[config.mk]
export PLATFORM = sky130hd
export DESIGN_NAME = out_port_arb
export DESIGN_NICKNAME = d
export VERILOG_FILES = /design/src/rtl/sw_pkg.sv /design/src/rtl/rr_arb8.sv /design/src/rtl/out_port_arb.sv
export SDC_FILE = /design/constraint.sdc
export NUM_CORES = 1
export LEC_CHECK = 0
export ABC_AREA = 1
export CORE_ASPECT_RATIO = 1.25
export CORE_UTILIZATION = 30
export CTS_BUF_LIST = sky130_fd_sc_hd__clkbuf_4
export DETAILED_ROUTE_END_ITERATION = 16
export GPL_TIMING_DRIVEN = 1
export PLACE_DENSITY = 0.62
export SYNTH_ARGS = -nofsm -noshare
export SYNTH_HDL_FRONTEND = slang
export SYNTH_SLANG_ARGS = --single-unit
[constraint.sdc]
create_clock -name clk -period 6.32 [get_ports clk]
set_input_delay 0.948 -clock clk [delete_from_list [all_inputs] [get_ports clk]]
set_output_delay 0.948 -clock clk [all_outputs]
set_load 0.005 [all_outputs]
[src/rtl/sw_pkg.sv]
// Shared switch definitions: lane/payload widths and the buffered-entry layout.
package sw_pkg;
  localparam int N_PORTS   = 8;
  localparam int PAYLOAD_W = 32;
  localparam int LANE_W    = 3;

  typedef logic [LANE_W-1:0]    lane_t;
  typedef logic [PAYLOAD_W-1:0] payload_t;

  typedef struct packed {
    lane_t    src;
    payload_t data;
  } entry_t;
endpackage

[src/rtl/rr_arb8.sv]
// Combinational 8-way round-robin picker: first requester after `last`, wrapping.
// Zero latency; grant_vld low when no request is present.
module rr_arb8
  import sw_pkg::*;
(
  input  logic [N_PORTS-1:0] req,
  input  lane_t              last,
  output logic [N_PORTS-1:0] grant,
  output lane_t              grant_idx,
  output logic               grant_vld
);

  lane_t cand;

  always_comb begin
    grant     = '0;
    grant_idx = last;
    grant_vld = 1'b0;
    cand      = last;
    // Offset 8 wraps back onto `last` itself, so it has lowest standing.
    for (int k = 1; k <= N_PORTS; k++) begin
      cand = last + lane_t'(k);
      if (!grant_vld && req[cand]) begin
        grant_vld = 1'b1;
        grant_idx = cand;
      end
    end
    if (grant_vld) begin
      grant[grant_idx] = 1'b1;
    end
  end

endmodule

[src/rtl/out_port_arb.sv]
// Output-port arbiter: round-robin over 8 lanes into a DEPTH-entry FIFO, head shown unregistered (1-cycle latency).
// Grants drop to zero when the FIFO is full; OUT_PORT_ARB_PRIO_EN restricts the eligible set to prioritised lanes.
module out_port_arb
  import sw_pkg::*;
#(
  parameter int DEPTH = 4,
  parameter int CW    = $clog2(DEPTH) + 1
) (
  input  logic                         clk,
  input  logic                         rst,
  input  logic [N_PORTS-1:0]           req_valid,
  input  logic [N_PORTS*PAYLOAD_W-1:0] req_payload,
  input  logic [N_PORTS-1:0]           req_prio,
  output logic [N_PORTS-1:0]           req_ready,
  output logic                         out_valid,
  output payload_t                     out_payload,
  output lane_t                        out_src,
  input  logic                         out_ready,
  output logic [CW-1:0]                fifo_count
);

  localparam int AW = (DEPTH > 1) ? $clog2(DEPTH) : 1;
  typedef logic [AW-1:0] ptr_t;

  entry_t        mem_q [DEPTH];
  entry_t        mem_d [DEPTH];
  ptr_t          wr_ptr_q, wr_ptr_d;
  ptr_t          rd_ptr_q, rd_ptr_d;
  logic [CW-1:0] count_q, count_d;
  lane_t         last_q, last_d;

  logic [N_PORTS-1:0] elig;
  logic [N_PORTS-1:0] grant;
  lane_t              grant_idx;
  logic               grant_vld;
  logic               full;
  logic               push;
  logic               pop;
  payload_t           push_data;

`ifdef OUT_PORT_ARB_PRIO_EN
  logic [N_PORTS-1:0] prio_req;

  always_comb begin
    prio_req = req_valid & req_prio;
    elig     = (prio_req != '0) ? prio_req : req_valid;
  end
`else
  logic unused_prio;

  assign unused_prio = ^req_prio;
  assign elig        = req_valid;
`endif

  rr_arb8 u_rr (
    .req       (elig),
    .last      (last_q),
    .grant     (grant),
    .grant_idx (grant_idx),
    .grant_vld (grant_vld)
  );

  // Full blocks grants even if a pop is due, keeping ready off the out_ready path.
  assign full      = (count_q == CW'(DEPTH));
  assign req_ready = (rst || full) ? '0 : grant;
  assign push      = grant_vld && !full && !rst;
  assign pop       = out_valid && out_ready;
  assign push_data = req_payload[int'(grant_idx)*PAYLOAD_W +: PAYLOAD_W];

  always_comb begin
    mem_d    = mem_q;
    wr_ptr_d = wr_ptr_q;
    rd_ptr_d = rd_ptr_q;
    last_d   = last_q;
    count_d  = count_q;
    if (push) begin
      mem_d[wr_ptr_q] = '{src: grant_idx, data: push_data};
      wr_ptr_d        = wr_ptr_q + ptr_t'(1);
      last_d          = grant_idx;
    end
    if (pop) begin
      rd_ptr_d = rd_ptr_q + ptr_t'(1);
    end
    count_d = count_q + CW'(push) - CW'(pop);
  end

  always_ff @(posedge clk or posedge rst) begin
    if (rst) begin
      mem_q    <= '{default: '0};
      wr_ptr_q <= '0;
      rd_ptr_q <= '0;
      count_q  <= '0;
      last_q   <= lane_t'(N_PORTS - 1);
    end else begin
      mem_q    <= mem_d;
      wr_ptr_q <= wr_ptr_d;
      rd_ptr_q <= rd_ptr_d;
      count_q  <= count_d;
      last_q   <= last_d;
    end
  end

  assign out_valid   = (count_q != '0);
  assign out_payload = mem_q[rd_ptr_q].data;
  assign out_src     = mem_q[rd_ptr_q].src;
  assign fifo_count  = count_q;

endmodule

Yosys cells after proc, flatten, opt, wreduce, memory -nomap -nowiden

Cells that the tools add are included.

$add $sub $neg: 11
Magnitude comparators: 13
Equality and inequality tests: 1
Shifts and indexed selects: 1
Muxes and demuxes: 42
Bitwise gates (word level): 2
Reduce and logical (&&, ||, !) cells: 23

Operators with widths:

| kind                                                        | number |
|---|---|
| indexed part select 256 x 9 -> 32 bit                       | 1 |
| bitwise mux 140 bit                                         | 1 |
| two-way mux 35 bit                                          | 3 |
| binary-select mux 35 bit (select 2 bit)                     | 1 |
| demux 35 bit (select 2 bit)                                 | 1 |
| less-than comparator 3 x 4 -> 1 bit (second input constant) | 9 |
| binary-select mux 1 bit (select 3 bit)                      | 8 |
| two-way mux 3 bit                                           | 8 |
| two-way mux 1 bit                                           | 17 |
| two-way mux 8 bit                                           | 2 |
| adder 3 bit (second input constant)                         | 4 |
| logical AND 1 bit                                           | 12 |
| logical NOT 1 bit                                           | 9 |
| adder 3 x 2 -> 3 bit (second input constant)                | 2 |
| >= comparator 3 bit (second input constant)                 | 2 |
| NOT 2 -> 3 bit                                              | 2 |
| adder 2 x 1 -> 2 bit (second input constant)                | 2 |
| adder 3 x 1 -> 3 bit                                        | 1 |
| adder 3 x 1 -> 3 bit (second input constant)                | 1 |
| demux 1 bit (select 3 bit)                                  | 1 |
| == test 3 bit (second input constant)                       | 1 |
| >= comparator 3 x 1 -> 1 bit (second input constant)        | 1 |
| less-than comparator 3 x 1 -> 1 bit (second input constant) | 1 |
| nonzero test 3 bit                                          | 1 |
| 2 further kinds                                             | 2 |

Register bits after elaboration: 150
Input bits: 275
Output and inout port bits: 47
Logic and storage cells: 105

Longest topological paths before layout

Gate-level depths: netlist (run 1).

Word-level depth: 31
Gate-level depth with buffers: 26
Mapped depth without buffers: 23

Cells and area by module

A second synthesis (run 1) with hierarchy kept.

Cells, all modules: 1741
Area total of the unflattened synthesis: 10904.2 sq um

By module, submodules not included:

| module       | times used | cells an instance | area an instance (sq um) | seq. area each (sq um) |
|---|---|---|---|---|
| out_port_arb | 1          | 1572              | 9977.1                   | 3757.4 |
| rr_arb8      | 1          | 169               | 927.1                    | 0.0 |

Worst setup path before layout (run 1)

Ideal clock, no wire load.

Path kind: reg-to-output
Start point: register last_q[0]
End point: output port req_ready[4]
Arrival time: 2.712 ns
Data required time: 5.372 ns
Setup slack: 2.660 ns
Stages on the path, launching flop included: 20
Buffers on the path: 2
Path through: dfstp_2 > inv_2 > buf_6 > ha_1 > inv_1 > nand3_1 > nand3_2 > nand2_2 > nor2_4 > nand4_2 > nor2_1 > inv_1 > o21ai_1 > inv_1 > nand2_1 > nand2_1 > clkinv_1 > buf_2 > nand2_1 > nor2_1

Cells in the longest elaborated chain, start to end: 31
Elaborated cells on any way between the ends: 60
Those cells by class: add/sub: 7; order compare: 2; mux: 36; reduce/logical: 15

Ends and longest elaborated chain:

| element                                                                                                   | RTL line           | RTL |
|---|---|---|
| from (decl)                                                                                               | out_port_arb.sv:30 | `lane_t last_q, last_d;` |
| from (signal assigned)                                                                                    | out_port_arb.sv:93 | `last_q <= lane_t'(N_PORTS - 1);` |
| from (signal assigned)                                                                                    | out_port_arb.sv:99 | `last_q <= last_d;` |
| adder 3 x 1 -> 3 bit                                                                                      | rr_arb8.sv:22      | `cand = last + lane_t'(k);` |
| binary-select mux 1 bit (select 3 bit)                                                                    | rr_arb8.sv:23      | `if (!grant_vld && req[cand]) begin` |
| two-way mux 1 bit (implied by the code)                                                                   | rr_arb8.sv:23      |  |
| two-way mux 1 bit                                                                                         | rr_arb8.sv:23      |  |
| logical NOT 1 bit                                                                                         | rr_arb8.sv:23      |  |
| logical AND 1 bit                                                                                         | rr_arb8.sv:23      |  |
| two-way mux 1 bit                                                                                         | rr_arb8.sv:23      |  |
| logical NOT 1 bit                                                                                         | rr_arb8.sv:23      |  |
| (+15 left out)                                                                                            | n/a                |  |
| logical AND 1 bit                                                                                         | rr_arb8.sv:23      |  |
| two-way mux 3 bit                                                                                         | rr_arb8.sv:23      |  |
| less-than comparator 3 x 4 -> 1 bit (implied by the code) or >= comparator 3 x 1 -> 1 bit (tied branches) | rr_arb8.sv:29      | `grant[grant_idx] = 1'b1;` |
| logical AND 1 bit (implied by the code)                                                                   | rr_arb8.sv:29      |  |
| two-way mux 1 bit (implied by the code)                                                                   | rr_arb8.sv:29      |  |
| demux 1 bit (select 3 bit)                                                                                | n/a                |  |
| two-way mux 8 bit (*)                                                                                     | rr_arb8.sv:28      | `if (grant_vld) begin` |
| two-way mux 8 bit (*)                                                                                     | out_port_arb.sv:65 | `assign req_ready = (rst \|\| full) ? '0 : grant;` |
| to (decl)                                                                                                 | out_port_arb.sv:14 | `output logic [N_PORTS-1:0] req_ready,` |

Mark *: on every way between the ends. The rest lies on a longest branch, timed or not. The select of a mux whose other input is x is not followed.

Worst setup path in the final report (run 1)

Start point: register last_q[0]
End point: output port req_ready[0]

Same word-level chain as after synthesis.

==> impl_metrics.csv, run 1 <==
group,metric,value,unit
worst_setup_path,worstSetupPathType,"flip-flop to output pin",
cells_and_area,final_common_cell,"nand2_1",
clock_tree,cts_hold_buf,0,
global_route,grt_pass1_vias,11039,
routing,wl_met3,2258,um
logic_synthesis,synthXorXnorAreaFrac,0.004978,
placed_design,place.gp.congestion,0.8559,
global_route,grtUsageTotal,0.2125,
cells_and_area,register_area,0.003759,mm2
cells_and_area,drive_gt1_frac,0.04793,
routing,wirelength_met1,16250,um
logic_synthesis,synth_simple_gate_area_frac,0.4876,
routing,routed-via-count,11633,
floorplanning,pin_count,322,
logic_synthesis,syn-instance-count,1732,
routing,drc,0,
placed_design,dpl.hpwl,26760,um
routing,via_per_inst,4.744,
floorplanning,row_count,76,
timing,finalSetupViolations,0,
timing,setup-tns-final,0,ps
worst_setup_path,r2r_end,"mem_q[106]",
worst_setup_path,regToRegSetupSlack,1540,ps
logic_synthesis,syn_nets,2016,
clock_tree,cts-root-buf,"clkbuf_4",
clock_tree,cts_sinks,150,
global_route,grt_overflow_total,0,
logic_synthesis,synth_area_per_cell,6.095,um2
global_route,antenna_found_initial,2,
routing,finalWirelength,38200,um
cells_and_area,stdcell_area,0.01413,mm2
clock_tree,cts_resized,0,
logic_synthesis,muxShareOfSynthArea,0,
logic_synthesis,seq_area_frac_synth,0.3559,
worst_setup_path,critPathLaunchType,"flip-flop",
worst_setup_path,required,5370,ps
min_path,hold_path_depth,2,
floorplanning,die_height,211.7,um
routing,top_layer_used,"met4",
timing,slew_headroom,0.3518,
logic_synthesis,ys_warn_count,0,
worst_setup_path,cp.arrival,4550,ps
global_route,grt_max_degree,93,
logic_synthesis,synth_top_family_by_area,"simple AND/OR/NAND/NOR gates",
clock_tree,path_clk_slew,120,ps
clock_tree,numCtsBuffers,17,
cells_and_area,nets,2253,
cells_and_area,final_cell_mix,"nand2_1 (1007), clkdlybuf4s50_1 (313), nand3_1 (160), dfrtp_1 (146), o21ai_0 (87)",
logic_synthesis,synth_compound_area_frac,0.06756,
routing,avgRoutedWirePerCell,15.58,um
timing,finClkSkew,14.80,ps
floorplanning,core,0.03452,mm2
clock_tree,htreeDepth,4,
worst_setup_path,crit_path_end_kind,"output pin",
clock_tree,postCtsSetupBuffers,0,
logic_synthesis,synth_fa_ha_area_frac,0.01138,
min_path,worstHoldStart,"mem_q[89]",
worst_setup_path,r2r_cells,20,
clock_tree,clockBufferDepth,2,
placed_design,dp_cells,2418,
routing,ant_nets,0,
logic_synthesis,synth_cell_types,31,
timing,timing.final.crit_share,0.8706,
logic_synthesis,synth_seq_cells,150,
min_path,min_to,"mem_q[89]",
cells_and_area,utilization,0.4092,
floorplanning,die_x,169.8,um
worst_setup_path,reg2reg_from,"last_q[0]",
cells_and_area,syn_to_final_growth,33.81,%
timing,hold_viol_final,0,
timing,max_freq,181.7,MHz
floorplanning,start_util,0.3058,
placed_design,dpl_cell_area,0.01382,mm2
clock_tree,cts_tree,"yes",
placed_design,port_buffers,313,
run,cap_violations,0,
timing,rsz0062_at_grt,"no",
logic_synthesis,mappedNetlistArea,0.01056,mm2
routing,first_iter_violations,659,
cells_and_area,instances_no_fill,2452,
floorplanning,dieArea,0.03595,mm2
routing,met2_length,18430,um
status,status,"complete, no violations",
timing,period_needed,5502,ps
global_route,grt_pass1_wl,59130,um
routing,drt-pass1-iter-count,4,
min_path,min_path_type,"flip-flop to flip-flop",
timing,tightest_slew,972.4,ps
cells_and_area,multiInputGateArea,0.006051,mm2
cells_and_area,fill_cells,3703,
worst_setup_path,worstPathMaxFanout,39,
timing,report.final.slew_viol_count,0,
clock_tree,insertion_delay,550,ps
==> through the flow <==
step / hold slack, ps / worst slack, ps
2_1_floorplan: 443.6 / 1341
3_3_place_gp: 456.4 / 1391
3_5_place_dp: 459.7 / 1384
4_1_cts: 489.4 / 743.4
5_1_grt: 504.2 / 453.6
6_report: 487.0 / 817.6
==> kinds of logic (layout without fill, tap and decap cells) <==
| group | count (synthesis) | in the layout |
|---|---|---|
| compound gates | 130 | 130 |
| xor+xnor | 6 | 6 |
| fa+ha+maj | 9 | 9 |
| buf+inv | 150 | 400 |
| flops | 150 | 150 |
| other cells | 0 | 2 |
| simple gates | 1287 | 1287 |
==> cells in the mapped netlist, drive strengths merged <==
master | count | area, um2
a21oi | 1 | 16.27
a31oi | 1 | 6.260
buf | 84 | 518.0
clkbuf | 33 | 123.9
clkinv | 2 | 7.510
dfrtp | 147 | 3679
dfstp | 3 | 78.83
fa | 1 | 20.02
ha | 8 | 100.1
inv | 31 | 116.4
nand2 | 1028 | 3911
nand3 | 164 | 840.8
nand4 | 4 | 37.53
nor2 | 90 | 352.8
nor3 | 1 | 5.000
o211ai | 1 | 7.510
o21ai | 90 | 450.4
o21bai | 1 | 7.510
o22ai | 36 | 225.2
xnor2 | 2 | 17.52
xor2 | 4 | 35.03
==> layer usage <==
layer,vias up,GRT usage
li1,5906,-
met1,5274,0.2663
met2,398,0.3591
met3,55,0.03608
met4,0,0.08760
met5,-,0
==> registers in the layout, summed over array words and instances (netlist names) <==
name,flops
fifo_count,3
last_q,3
mem_q,140
rd_ptr_q,2
wr_ptr_q,2
==> critical path: stages (launching register included) <==
cell and delay [ps]:
dfstp_2 750, inv_2 170, ha_1 420, inv_1 230, nand3_1 160, nand3_2 130, nand2_2 110, nor2_4 160
nand4_2 120, nor2_2 170, nand3_4 390, nand2_4 390, nand2_1 150, nor2_1 130, clkdlybuf4s50_1 510
==> layout make-up <==
class / instances / area share
Clock inverter: 13 / 0.01107
Inverter: 33 / 0.009123
Antenna cell: 2 / 0.0003543
Sequential cell: 150 / 0.2661
Multi-Input combinational cell: 1432 / 0.4283
Timing Repair Buffer: 335 / 0.2335
Tap cell: 468 / 0.04145
Clock buffer: 19 / 0.01010
==> worst max-delay path by stage <==
stage,startpoint,end,slack [ps],cells after the start
3_3_place_gp,last_q[0],req_ready[2],1390,14
6_report,last_q[0],req_ready[0],820,14
3_5_place_dp,last_q[0],req_ready[2],1380,14
5_1_grt,last_q[0],req_ready[0],450,14
4_1_cts,last_q[0],req_ready[2],740,14
2_1_floorplan,rst,fifo_count[0],1340,1
Power of run 1 is left out: the tool's default activity adds up to more than one toggle a clock period on the data nets, which glitch-free logic cannot reach.
==> run 2: changes to the inputs <==
--- a/config.mk
+++ b/config.mk
@@ -6,12 +6,15 @@
 export NUM_CORES = 1
 export LEC_CHECK = 0
 export ABC_AREA = 1
+export CAP_MARGIN = 20
 export CORE_ASPECT_RATIO = 1.25
 export CORE_UTILIZATION = 30
 export CTS_BUF_LIST = sky130_fd_sc_hd__clkbuf_4
+export CTS_CLUSTER_SIZE = 14
 export DETAILED_ROUTE_END_ITERATION = 16
 export GPL_TIMING_DRIVEN = 1
 export PLACE_DENSITY = 0.62
+export REMOVE_ABC_BUFFERS = 1
 export SYNTH_ARGS = -nofsm -noshare
 export SYNTH_HDL_FRONTEND = slang
 export SYNTH_SLANG_ARGS = --single-unit
==> impl_metrics.csv, run 2 (same netlist as run 1, synthesis figures left out) <==
group,metric,value,unit
timing,hold_viol_final,0,
min_path,worstHoldStart,"mem_q[70]",
global_route,antenna_found_initial,1,
routing,top_layer_used,"met4",
clock_tree,numCtsBuffers,17,
worst_setup_path,worstPathMaxFanout,39,
clock_tree,clockBufferDepth,2,
routing,wirelength_met1,15080,um
min_path,min_to,"mem_q[70]",
floorplanning,die_x,169.8,um
global_route,grt_max_degree,112,
min_path,hold_path_depth,2,
global_route,grt_pass1_vias,11006,
placed_design,place.gp.congestion,0.9105,
cells_and_area,top_register,"mem_q",
cells_and_area,syn_to_final_growth,33.96,%
cells_and_area,drive_gt1_frac,0.05308,
routing,drc,0,
timing,rsz0062_at_grt,"no",
routing,met2_length,17000,um
timing,period_needed,5761,ps
global_route,grt_overflow_total,0,
clock_tree,cts_hold_buf,0,
placed_design,dpl.hpwl,21950,um
clock_tree,cts-root-buf,"clkbuf_4",
timing,timing.final.crit_share,0.9115,
worst_setup_path,cp.arrival,4810,ps
worst_setup_path,worstPathCellList,"inv_2 -> ha_1 -> inv_1 -> nand3_1 -> nand3_2 -> nand2_2 -> nor2_4 -> nand4_2 -> nor2_1 -> nor2_1 -> nand2_1 -> nand2_1 -> nand2_2 -> nand2_1 -> nor2_1 -> clkdlybuf4s50_1",
cells_and_area,largest_reg_flops,140,
routing,first_iter_violations,784,
floorplanning,row_count,76,
placed_design,port_buffers,313,
worst_setup_path,reg2reg_from,"last_q[0]",
status,status,"complete, no violations",
routing,ant_nets,0,
clock_tree,htreeDepth,4,
timing,tightest_slew,884.8,ps
worst_setup_path,worstSetupPathType,"flip-flop to output pin",
worst_setup_path,regToRegSetupSlack,1060,ps
clock_tree,cts_resized,0,
clock_tree,path_clk_slew,130,ps
worst_setup_path,required,5370,ps
global_route,grt_pass1_wl,55720,um
clock_tree,cts_tree,"yes",
worst_setup_path,max_stage_delay,740,ps
routing,wl_met3,2105,um
global_route,grtUsageTotal,0.1942,
floorplanning,core,0.03452,mm2
floorplanning,start_util,0.3058,
floorplanning,dieArea,0.03595,mm2
cells_and_area,nets,2249,
routing,drt-pass1-iter-count,5,
timing,finClkSkew,18.55,ps
cells_and_area,final_common_cell,"nand2_1",
timing,slew_headroom,0.4081,
timing,finalSetupViolations,0,
floorplanning,die_height,211.7,um
run,cap_violations,0,
clock_tree,cts_sinks,150,
timing,setup_ws,559.4,ps
worst_setup_path,r2r_cells,23,
routing,avgRoutedWirePerCell,14.26,um
placed_design,dp_slack,1124,ps
worst_setup_path,slowest_stage,"dfstp_2",
timing,max_freq,173.6,MHz
routing,via_per_inst,4.761,
min_path,min_path_type,"flip-flop to flip-flop",
clock_tree,postCtsSetupBuffers,0,
clock_tree,insertion_delay,570,ps
cells_and_area,final_cell_mix,"nand2_1 (1002), clkdlybuf4s50_1 (313), nand3_1 (160), dfrtp_1 (145), o21ai_0 (87)",
timing,report.final.slew_viol_count,0,
floorplanning,pin_count,322,
worst_setup_path,crit_path_end_kind,"output pin",
routing,finalWirelength,34900,um
worst_setup_path,critPathLaunchType,"flip-flop",
worst_setup_path,r2r_end,"mem_q[40]",
routing,routed-via-count,11651,
==> run 2: changes by cell type in the layout (fill, tap and decap cells not counted), moves of 5 or more <==
cell / delta
buf_4: -6
inv_2: +6
inv_1: -5
nand2_1: -5
nand2_2: +5
==> run 2: per-stage QoR <==
stage / cells / util / setup TNS (ps) / cell area (um2) / hold slack, ps
floorplan: 1615 / - / -728.4 / 9915 / 443.6
global placement: 2412 / 0.3995 / 0 / 13790 / 456.9
detailed placement: 2413 / 0.4001 / 0 / 13810 / 460.1
CTS: 2445 / 0.4088 / 0 / 14110 / 490.3
global route: 2447 / 0.4097 / 0 / 14140 / 508.8
finish: 2447 / 0.4097 / 0 / 14140 / 487.2
==> run 2: cell type report <==
class	instances	area (um2)
Clock inverter	13	157.7
Fill cell	3669	20380
Tap cell	468	585.6
Timing Repair Buffer	331	3301
Antenna cell	1	2.502
Multi-Input combinational cell	1432	6063
Sequential cell	150	3760
Clock buffer	19	142.6
Inverter	33	128.9
==> run 2: worst max path at each step <==
stage,start,end,depth (start not counted)
after detailed placement,last_q[0],mem_q[5],23
after floorplan,last_q[0],req_ready[0],13
after CTS,last_q[0],req_ready[7],13
after global placement,last_q[0],mem_q[75],23
final,last_q[0],req_ready[7],16
after global routing,last_q[0],req_ready[2],16
==> run 2: critical path: cells and delay by family (launching register included) <==
kind          cells  cell delay, ps
fa+ha+maj         1             450
buf+inv           3             940
flops             1             740
simple gates     12            2110
==> run 2: metal layers <==
layer  global-route usage  vias to the layer above
met5                    0                        -
li1                     -                     5889
met2               0.3457                      358
met1               0.2373                     5357
met4              0.05934                        0
met3              0.03234                       47
Power of run 2 is left out for the same reason.
==> run 3: changes to the inputs <==
--- a/config.mk
+++ b/config.mk
@@ -15,6 +15,7 @@
 export GPL_TIMING_DRIVEN = 1
 export PLACE_DENSITY = 0.62
 export REMOVE_ABC_BUFFERS = 1
+export SKIP_LAST_GASP = 1
 export SYNTH_ARGS = -nofsm -noshare
 export SYNTH_HDL_FRONTEND = slang
 export SYNTH_SLANG_ARGS = --single-unit
==> results of run 3 <==
The final DEF is identical to that of run 2; final timing and power are the same.
Power of run 3 is left out for the same reason.
==> variant 1 (flow settings as in run 1) <==
Reset style: synchronous (`rst`), changed in one clocked block.
--- a/src/rtl/out_port_arb.sv
+++ b/src/rtl/out_port_arb.sv
@@ -84,7 +84,7 @@
     count_d = count_q + CW'(push) - CW'(pop);
   end
 
-  always_ff @(posedge clk or posedge rst) begin
+  always_ff @(posedge clk) begin
     if (rst) begin
       mem_q    <= '{default: '0};
       wr_ptr_q <= '0;
Formal check against the unedited RTL: differs if rst is asserted again (counterexample within 4 cycles, from zero or initial values and one cycle with rst high); with rst held inactive, the same outputs for 4 cycles.
==> variant 1 against run 1 <==
  * Cell count grew 4.3%
  * Count of clock-buffer cells in the layout did not move
  * Utilization is 0.35 points lower
  * Sequential cell count unchanged
  * Hold slack better by 0.070 ns
  * Synthesized area up 2.6%
  * Fmax shrank 2.3%
  * Worst setup slack worse by 0.13 ns
  * Clock skew rose by 0.012 ns
  * Routed wire length grew 2.8%
  * Design area rose by 1.8%
  * Largest cell class unchanged
  * Highest routed layer is now met5
Power is left out: the tool's default activity adds up to more than one toggle a clock period on the data nets, which glitch-free logic cannot reach.
==> variant 1: results (changes against run 1) <==
Status
  • Status: complete, no violations

Placement
  • Dpl cell area: 0.0141 sq mm (+1.9%)
  • Placed Cells incl. Taps: 2,527 (+4.5%)
  • GP Congestion: 0.887 (+3.7%)

Detailed routing
  • Pre-Repair DR Iteration Count: 7 (+3)
  • Highest metal used: met5
  • DRT iter0 DRCs: 777 (+18%)
  • Met1 WL: 17,000 um (+4.4%)
  • Routed len/inst: 15.3 um (-1.5%)

Synth
  • Synth Area in Adders: 1.11% (-0.029 points)
  • Yosys cell types: 32 (+3.2%)
  • Main flop type after synthesis: dfxtp_1
  • Sequential share of the synthesized area: 27.7% (-7.9 points)
  • Cells after Synth: 1,850 (+6.8%)
  • Compound-Gate Fraction of Synth Area: 16.2% (+9.4 points)
  • Syn nets: 2,134 (+5.9%)
  • Top cells by count, synth: 724 x nand2_1, 291 x nand3_1, 151 x inv_1
  • Async set or reset register ratio after synthesis: 0% (-100 points)
  • Synth area leaders: dfxtp_1 28%, nand2_1 25%, nand3_1 13%

STA
  • Final Skew: 0.0266 ns (+0.0118 ns)
  • Relative slew slack: 38.6% (+3.4 points)

GRT
  • Tot GR Track Use: 21.2% (-0.025 points)
  • First-pass GRT wire length: 61,500 um (+4.0%)
  • Met1 usage: 27.0% (+0.36 points)
  • Largest net degree at the start of global routing: 91 (-2.2%)
  • GR Util met3: 3.89% (+0.29 points)

Setup path
  • Crit-path max cell delay: 0.61 ns (-0.14 ns)
  • CP max stage cell: dfxtp_1
[variant 1: logic make-up after synthesis]
kind of cell	after synthesis
XOR/XNOR	2
AO/OA/AOI/OAI	275
AND/OR/NAND/NOR	1119
buffers and inverters	295
flip-flops	150
adder cells (fa/ha/maj)	9
[variant 1: worst paths after layout]
kind,startpoint,end,slack (ns)
setup / recovery,last_q[1],req_ready[3],0.69
hold / removal,mem_q[104],mem_q[104],0.56
setup reg to reg,last_q[1],mem_q[50],1.56
hold reg to reg,mem_q[104],mem_q[104],0.56
[variant 1: final cells by class]
| class | instances | area (sq um) | share of cell area [%] |
|---|---|---|---|
| Sequential cell | 150 | 3000 | 20.9 |
| Clock inverter | 11 | 159 | 1.10 |
| Clock buffer | 19 | 143 | 0.992 |
| Multi-Input combinational cell | 1405 | 6580 | 45.7 |
| Inverter | 165 | 622 | 4.32 |
| Antenna cell | 1 | 2.50 | 0.0174 |
| Timing Repair Buffer | 333 | 3280 | 22.8 |
| Tap cell | 474 | 593 | 4.12 |
==> variant 2 (flow settings as in run 1) <==
Made on the original files. Add a define of `OUT_PORT_ARB_PRIO_EN`.
--- a/src/rtl/out_port_arb.sv
+++ b/src/rtl/out_port_arb.sv
@@ -1,5 +1,7 @@
 // Output-port arbiter: round-robin over 8 lanes into a DEPTH-entry FIFO, head shown unregistered (1-cycle latency).
 // Grants drop to zero when the FIFO is full; OUT_PORT_ARB_PRIO_EN restricts the eligible set to prioritised lanes.
+`define OUT_PORT_ARB_PRIO_EN
+
 module out_port_arb
   import sw_pkg::*;
 #(
Formal check against the unedited RTL: not equivalent (a bounded check fails within 4 cycles, from zero or initial values and one cycle with rst high).
==> variant 2 against run 1 <==
  * Synthesized area increased by 2.2%
  * Non-clock buffer count is 11 higher
  * Cell count is 1.6% higher
  * Clock skew about the same
  * Sequential share of layout area fell by 0.64 points
  * Routed wire length increased by 8.2%
  * Design area grew 2.5%
  * Hold slack better by 0.0017 ns
  * Worst setup slack got worse by 0.080 ns
  * Synthesized cell count grew 1.2%
  * Sequential cell count unchanged
  * Critical path type unchanged
  * Critical endpoint is now req_ready[1]
  * Largest cell class unchanged
  * Highest routed layer unchanged
Power is not shown: default switching activity piles up to over one toggle a cycle in this logic, so the estimate is an artifact.
==> variant 2: results (changes against run 1) <==
Final layout
  • Non-filler cells, final: 2,491 (+1.6%)
  • Nets: 2,283 (+1.3%)
  • Share of layout cells above drive strength 1: 6.16% (+1.4 points)

Setup path
  • R2R setup slack: 1.30 ns (-0.24 ns)
  • Reg-to-Reg End: mem_q[12]
  • Crit path to: req_ready[1]
  • WP data arrival: 4.63 ns (+0.08 ns)
  • CP delay by family, top: buffers and inverters
  • R2R cell count: 22 (+10%)
  • CP max stage cell: dfstp_2
  • CP max FO: 80 (+110%)

GRT
  • Tot GR Track Use: 23.0% (+1.7 points)
  • First-pass GRT wire length: 65,200 um (+10%)
  • Initial antenna violation count: 5 (+3)
  • Largest net degree at the start of global routing: 102 (+9.7%)
  • Vias in the first global route: 11,969 (+8.4%)

Placement
  • Post-DP HPWL: 29,200 um (+9.0%)
  • GP Congestion: 0.871 (+1.8%)
  • IO Port Bufs: 321 (+2.6%)
  • Place WS: 1.00 ns (-0.380 ns)
  • Dpl cell area: 0.0141 sq mm (+2.3%)

Worst hold path
  • Min-delay src: mem_q[90]
  • Worst Hold Endpoint: mem_q[90]

Synth
  • Synth area leaders: dfrtp_1 34%, nand2_1 34%, nand3_1 8.5%
  • Syn Area/Cell: 6.15 sq um (+0.93%)
  • Synth Area in Adders: 1.11% (-0.024 points)
  • Compound-Gate Fraction of Synth Area: 6.61% (-0.14 points)
  • Mux share of post-synthesis cell area: 0% (unchanged)
  • Top cells by count, synth: 979 x nand2_1, 183 x nand3_1, 147 x dfrtp_1
  • Sequential share of the synthesized area: 34.8% (-0.75 points)
  • Yosys cell types: 32 (+3.2%)
  • Post-Synth XOR/XNOR Area: 0.569% (+0.071 points)
  • Syn nets: 2,037 (+1.0%)

Clock network
  • Worst-Skew Late Latency: 0.59 ns (+0.04 ns)
  • Clk pin slew, worst setup/hold paths: 0.14 ns (+0.02 ns)

Detailed routing
  • Final wirelength: 41,300 um (+8.2%)
  • Vias/cell: 4.84 (+2.0%)
  • Pre-Repair DR Iteration Count: 5 (+1)
  • DRT iter0 DRCs: 722 (+9.6%)

STA
  • Worst Tran Pin Value: 0.985 ns (+0.0130 ns)
  • Crit share post-route: 88.3% (+1.3 points)
  • Final Skew: 0.0151 ns (+0.000339 ns)

Status
  • Status: complete, no violations
variant 2: changes by cell type after synthesis, moves of 3 or more:
cell,run 1,this run
nand2_4,0,3
nor2_1,86,83
inv_2,7,4
nand2_1,1007,979
o21ai_1,3,0
inv_1,24,30
nand2_2,21,38
nand3_1,160,183
clkbuf_1,33,36
variant 2: cell type report:
cell class / instances / area (sq um)
clock inverters: 13 / 174
inverters: 35 / 136
clock buffers: 19 / 143
diodes: 5 / 12.5
flip-flops and latches: 150 / 3760
fillers: 3877 / 20900
well taps: 474 / 593
multi-input cells: 1449 / 6260
repair buffers: 346 / 3400
variant 2: metal layers:
| layer | vias to the layer above | part of all wire [%] | track usage (%) | wire length, um |
|---|---|---|---|---|
| li1 | 6007 | - | - | - |
| met1 | 5592 | 43 | 28.9 | 17600 |
| met2 | 417 | 49 | 39.3 | 20300 |
| met3 | 35 | 6.6 | 4.16 | 2720 |
| met4 | 0 | 1.6 | 6.49 | 673 |
| met5 | - | 0 | 2.45 | 0 |
